[config.mk]
export PLATFORM = sky130hd
export DESIGN_NAME = pool_window_buffer
export DESIGN_NICKNAME = d
export VERILOG_FILES = /design/src/rtl/pool_window_buffer.sv
export SDC_FILE = /design/constraint.sdc
export NUM_CORES = 1
export LEC_CHECK = 0
export CAP_MARGIN = 20
export CORE_MARGIN = 1.5
export CORE_UTILIZATION = 55
export CTS_CLUSTER_SIZE = 30
export DETAILED_ROUTE_END_ITERATION = 12
export MAX_ROUTING_LAYER = met4
export PLACE_DENSITY = 0.9
export RECOVER_POWER = 50
export SYNTH_ARGS = -nofsm -noshare
export SYNTH_HDL_FRONTEND = slang
export SYNTH_SLANG_ARGS = --single-unit
[constraint.sdc]
create_clock -name i_clk -period 3.2 [get_ports i_clk]
set_clock_uncertainty 0.1 [all_clocks]
set_input_delay 0.96 -clock i_clk [delete_from_list [all_inputs] [get_ports i_clk]]
set_output_delay 0.96 -clock i_clk [all_outputs]
set_load 0.01 [all_outputs]
[src/rtl/pool_window_buffer.sv]
// rtl/pool_window_buffer.sv - assembles POOL x POOL raster windows for the min-pooling stage
module pool_window_buffer #(
    parameter int IL    = 8,
    parameter int FL    = 12,
    parameter int POOL  = 2,
    parameter int IMG_W = 8,
    parameter int IMG_H = 8
) (
    input  logic               i_clk,
    input  logic               i_rst_n,
    input  logic               i_en,
    input  logic [IL+FL-1:0]   i_pix_in,
    input  logic               i_pix_valid,
    output logic               o_pix_ready,
    output logic [IL+FL-1:0]   o_win_out [POOL*POOL],
    output logic               o_pool_en,
    output logic               o_pool_start,
    input  logic               i_pool_done,
    output logic               o_res_valid,
    output logic               o_frame_done
);

    localparam int W    = IL + FL;
    localparam int SIZE = POOL * POOL;
    localparam int CW   = (IMG_W > 1) ? $clog2(IMG_W) : 1;
    localparam int RW   = (IMG_H > 1) ? $clog2(IMG_H) : 1;
    localparam int PW   = (POOL > 1) ? $clog2(POOL) : 1;
    localparam int WCW  = $clog2(SIZE + 1);

    typedef enum logic [1:0] {S_FILL, S_ISSUE, S_WAIT} state_t;

    state_t           r_state;
    state_t           w_next;
    logic [CW-1:0]    r_col;
    logic [RW-1:0]    r_row;
    logic [PW-1:0]    r_cph;
    logic [PW-1:0]    r_rph;
    logic [WCW-1:0]   r_wait_cnt;
    logic [W-1:0]     r_win [SIZE];
    logic [W-1:0]     r_linebuf [POOL-1][IMG_W];
    logic             r_fill;
    logic             r_res_valid;
    logic             r_frame_done;

    logic             w_accept;
    logic             w_last_cph;
    logic             w_last_rph;
    logic             w_col_wrap;
    logic             w_row_wrap;
    logic             w_done_ok;

    assign w_accept   = i_en && i_pix_valid && o_pix_ready;
    assign w_last_cph = (r_cph == PW'(POOL - 1));
    assign w_last_rph = (r_rph == PW'(POOL - 1));
    assign w_col_wrap = (r_col == CW'(IMG_W - 1));
    assign w_row_wrap = (r_row == RW'(IMG_H - 1));
    // A done seen before the pooling stage could have walked the whole window is stale.
    assign w_done_ok  = i_en && (r_state == S_WAIT) && i_pool_done
                        && (r_wait_cnt >= WCW'(SIZE - 1));

    always_ff @(posedge i_clk or negedge i_rst_n) begin
        if (!i_rst_n) begin
            r_state <= S_FILL;
        end else if (i_en) begin
            r_state <= w_next;
        end
    end

    always_comb begin
        w_next = r_state;
        case (r_state)
            S_FILL:  if (w_accept && w_last_rph && w_last_cph) w_next = S_ISSUE;
            S_ISSUE: w_next = S_WAIT;
            S_WAIT:  if (w_done_ok) w_next = S_FILL;
            default: w_next = S_FILL;
        endcase
    end

    always_comb begin
        o_pix_ready  = i_en && r_fill;
        o_pool_start = i_en && (r_state == S_ISSUE);
        o_pool_en    = i_en;
    end

    // Registered decode of FILL so ready is low while reset is held.
    always_ff @(posedge i_clk or negedge i_rst_n) begin
        if (!i_rst_n) begin
            r_fill <= 1'b0;
        end else if (i_en) begin
            r_fill <= (w_next == S_FILL);
        end
    end

    always_ff @(posedge i_clk or negedge i_rst_n) begin
        if (!i_rst_n) begin
            r_col        <= '0;
            r_row        <= '0;
            r_cph        <= '0;
            r_rph        <= '0;
            r_wait_cnt   <= '0;
            r_res_valid  <= 1'b0;
            r_frame_done <= 1'b0;
        end else if (i_en) begin
            if (w_accept) begin
                r_col <= w_col_wrap ? '0 : r_col + 1'b1;
                r_cph <= w_last_cph ? '0 : r_cph + 1'b1;
                if (w_col_wrap) begin
                    r_row <= w_row_wrap ? '0 : r_row + 1'b1;
                    r_rph <= w_last_rph ? '0 : r_rph + 1'b1;
                end
            end
            if (r_state == S_ISSUE) begin
                r_wait_cnt <= '0;
            end else if ((r_state == S_WAIT) && (r_wait_cnt != WCW'(SIZE - 1))) begin
                r_wait_cnt <= r_wait_cnt + 1'b1;
            end
            r_res_valid  <= w_done_ok;
            r_frame_done <= w_done_ok && (r_row == '0) && (r_col == '0);
        end
    end

    always_ff @(posedge i_clk or negedge i_rst_n) begin
        if (!i_rst_n) begin
            for (int i = 0; i < SIZE; i++) begin
                r_win[i] <= '0;
            end
        end else if (w_accept && w_last_rph) begin
            for (int r = 0; r < POOL - 1; r++) begin
                for (int c = 0; c < POOL; c++) begin
                    if (PW'(c) == r_cph) begin
                        r_win[r*POOL + c] <= r_linebuf[r][r_col];
                    end
                end
            end
            for (int c = 0; c < POOL; c++) begin
                if (PW'(c) == r_cph) begin
                    r_win[(POOL-1)*POOL + c] <= i_pix_in;
                end
            end
        end
    end

    // Every line buffer slot is rewritten before it is read, so it needs no reset.
    always_ff @(posedge i_clk) begin
        if (w_accept && !w_last_rph) begin
            for (int r = 0; r < POOL - 1; r++) begin
                if (PW'(r) == r_rph) begin
                    r_linebuf[r][r_col] <= i_pix_in;
                end
            end
        end
    end

    assign o_win_out    = r_win;
    assign o_res_valid  = r_res_valid && i_en;
    assign o_frame_done = r_frame_done && i_en;

endmodule

==> metrics.md <==
| Metric | Value |
|---|---|
| Status | `finished, final reports clean` |
| Internal cell power | `just over 8 mW` |
| Final period util | `98.29%` |
| CP bufs+invs | `2` |
| Slew @ Worst Pin | `1.250 ns` |
| CP endpoint kind | `output pin` |
| Setup violators final | `0` |
| Worst-Skew Late Latency | `between 0.5 and 0.6 ns` |
| Worst VDD drop | `0.6242 mV` |
| DRT antenna net count | `0` |
| Port Buf Inserts | `109` |
| TritonCTS clock tree | `built` |
| Comb pwr share | `31.4%` |
| Vias per cell | `between 5 and 6` |
| Register area | `between 7000 and 8000 sq um` |
| Fmax | `318.0 MHz` |
| P_sw | `between 3 and 4 mW` |
| Antenna diodes | `0` |
| Die area | `about 19,000 sq um` |
| Initial DRT Pass Iterations | `5` |
| Clock share of power | `a little over a quarter` |
| Total global-route track usage | `24.26%` |
| Core area | `about 18,000 sq um` |
| Largest net degree at the start of global routing | `52` |
| First-pass GRT wire length | `33,060 um` |
| Post-DR wirelength/cell | `between 20 and 25 um` |
| Register area share after synthesis | `approximately 72%` |
| Synth cell types | `37` |
| Initial antenna violation count | `0` |
| Finished Layout Cells | `952` |
| Tot Pwr | `11.46 mW` |
| Number of global-route vias before repair | `5,927` |
| Max Root-Sink Buffers | `3` |
| Sw Share | `29.61%` |
| DP Cell Count | `around 910` |
| Leakage | `~4.8 nW` |
| Hpwl dp | `13,310 um` |
| Power Density | `930.5 nW/um^2` |
| Area occupied by multi-input gates | `2569 sq um` |
| Ports | `between 100 and 150` |
| Final Hold Fails | `0` |
| Final nets | `around 740` |
| Synth Area in Simple Gates | `2.361%` |
| Via count | `roughly 5,700` |
| Top delay family on crit path | `buffers and inverters` |
| Synthesized area | `about 10000 sq um` |
| Number of cells on the worst reg-to-reg path | `5` |
| Period minus WS final | `~3.1 ns` |
| Combinational family with the most area after synthesis | `multiplexers` |
| Fin. max-slew vios | `0` |
| RSZ-0062 raised after global routing | `false` |
| Critical path depth in cells | `4` |
| Startpoint Class | `primary input` |
| Worst min path class | `reg2reg` |
| XOR/XNOR share of the synthesized area | `0.1758%` |
| Die Wd | `between 100 and 150 um` |
| Commonest cells after routing, fill and taps aside | `edfxtp_1, dfrtp_1, clkdlybuf4s50_1` |
| Critical-path top delay cell | `clkdlybuf4s50_1` |
| Worst-path cell chain | `clkdlybuf4s50_1 > nor2b_1 > and2_1 > dlygate4sd2_1` |
| Max-Cap Viols | `0` |
| Critical path data arrival time | `2.09 ns` |
| Post-synthesis net count | `601` |
| Slowest stage delay, CP | `0.47 ns` |
| GR Overflow Total | `0` |
| WP data required | `2.14 ns` |
| Clock sink count | `256` |
| DIE HEIGHT | `137.6 um` |
| Row cnt | `49` |
| H-tree Lvls | `1` |
| Drt drc | `0` |
| Hold path cells | `1` |
| Cells after Synth | `568` |
| Max-slew headroom | `16.70%` |
| Routed WL | `approximately 22,000 um` |
| Critical path type | `in2out` |
| Area share of fa/ha/maj cells after synthesis | `under 10%` |
| Area Growth Syn to Fin | `23.57%` |
| Synth warn | `0` |
| Mux cell area share after synthesis | `about 18%` |
| Fill count | `a little over 1,000` |
| Commonest non-fill, non-tap cell in the layout | `edfxtp_1` |
| Compound-Gate Fraction of Synth Area | `under 10%` |
| CTS Root Cell | `clkbuf_16` |
| Starting DRT DRC Count | `395` |
| GPL Wtd Cong | `0.7793` |
| Layout cell share with drive strength beyond 1 | `21.44%` |
| Avg Inst Size Synth | `17.54 sq um` |
| CP Max Fanout | `2` |
| Starting density of the core | `55.85%` |
| CTS buffer count | `25` |
| Reg clk slew, reported paths | `around 0.060 ns` |
| Synth Register Bits | `256` |
| CTS Hold Bufs | `0` |
| Sequential Power Share | `about 41%` |
final cells by class:
type                            count  area share [%]
Timing Repair Buffer              138           10.85
Tap cell                          229           2.327
Clock inverter                     16           1.717
Sequential cell                   256           58.54
Clock buffer                       29           5.457
Multi-Input combinational cell    276           20.86
Inverter                            8          0.2439
power groups by stage:
| stage | clock [mW] | combinational, mW | sequential, mW |
|---|---|---|---|
| after floorplan | 0 | 1.78 | 4.81 |
| after CTS | 3.16 | 3.62 | 4.73 |
| after global placement | 0 | 3.41 | 4.70 |
| after global routing | 3.29 | 3.84 | 4.81 |
| final | 3.12 | 3.60 | 4.73 |
| after detailed placement | 0 | 3.57 | 4.77 |
cell usage after synthesis, drive strengths merged:
| library cell | number | area share (%) |
|---|---|---|
| edfxtp | 160 | 48 |
| dfrtp | 96 | 24 |
| mux2 | 83 | 9.4 |
| mux2i | 81 | 8.1 |
| buf | 21 | 1.5 |
| o221ai | 20 | 1.8 |
| o22a | 20 | 1.8 |
| nand2 | 12 | 0.45 |
| nor2 | 12 | 0.45 |
| ha | 8 | 1.0 |
| inv | 8 | 0.30 |
| o21ai | 8 | 0.40 |
| clkbuf | 7 | 0.26 |
| and2 | 4 | 0.25 |
| nand3 | 4 | 0.25 |
| nand2b | 3 | 0.19 |
| a21o | 2 | 0.15 |
| a21oi | 2 | 0.10 |
| a22oi | 2 | 0.15 |
| nor3 | 2 | 0.10 |
| or2 | 2 | 0.13 |
| a211o | 1 | 0.088 |
| and3 | 1 | 0.063 |
| and4 | 1 | 0.088 |
| nand3b | 1 | 0.075 |
| nor2b | 1 | 0.063 |
| nor3b | 1 | 0.19 |
| o22ai | 1 | 0.063 |
| o32a | 1 | 0.10 |
| or3 | 1 | 0.063 |
| xnor2 | 1 | 0.088 |
| xor2 | 1 | 0.088 |
cells by family (layout without fill, tap and decap cells):
family / after synthesis / count (layout)
fa+ha+maj: 8 / 8
mux: 164 / 164
compound gates: 57 / 57
flops: 256 / 256
xor+xnor: 2 / 2
buf+inv: 36 / 191
simple gates: 45 / 45
registers in the layout, indices dropped and copies added (netlist names):
register	flops
o_win_out	80
r_col	3
r_cph	1
r_fill	1
r_frame_done	1
r_linebuf	160
r_res_valid	1
r_row	3
r_rph	1
r_state	2
r_wait_cnt	3
worst reg2reg max path, cell delays in order (launching register included):
cell      delay (ns)
dfrtp_2         1.20
buf_4           0.48
mux2i_1         0.32
o22a_1          0.22
o221ai_1        0.16
mux2_2          0.33
final timing paths:
check / from / to / slack [ns]
min in group asynchronous: i_rst_n / o_win_out[40] / 0.57
setup reg to reg: r_col[0] / o_win_out[58] / 0.27
hold / removal: o_win_out[11] / o_win_out[11] / 0.40
setup / recovery: i_en / o_pool_start / 0.05
max in group asynchronous: i_rst_n / o_win_out[47] / 1.58
hold reg to reg: o_win_out[11] / o_win_out[11] / 0.40
metrics by stage:
stage | area [sq um] | setup slack, ns | TNS [ns] | hold WS, ns | utilization, %
final | 12310 | 0.05486 | 0 | 0.4014 | 69.02
after global routing | 12310 | 0.006967 | 0 | 0.4254 | 69.02
after CTS | 12350 | 0.02802 | 0 | 0.3522 | 69.21
after detailed placement | 11470 | -0.2015 | -0.4969 | 0.3835 | 64.29
after global placement | 11470 | -0.1202 | -0.3703 | 0.3694 | 64.29
after floorplan | 9965 | 0.4345 | 0 | 0.3709 | -
timing repair:
action	in CTS	in global routing
gates resized for setup	4	1
buffers inserted	0	0
gates cloned	0	0
endpoints found under the setup margin	4	1
layer usage:
layer | track usage, % | vias up | routed length [um]
met5 | - | - | 0
met1 | 32.14 | 2907 | 9121
met3 | 3.495 | 40 | 1349
met2 | 38.92 | 275 | 10800
li1 | - | 2463 | -
met4 | 8.246 | 0 | 472
No activity file was read; power rests on OpenSTA's default activity.
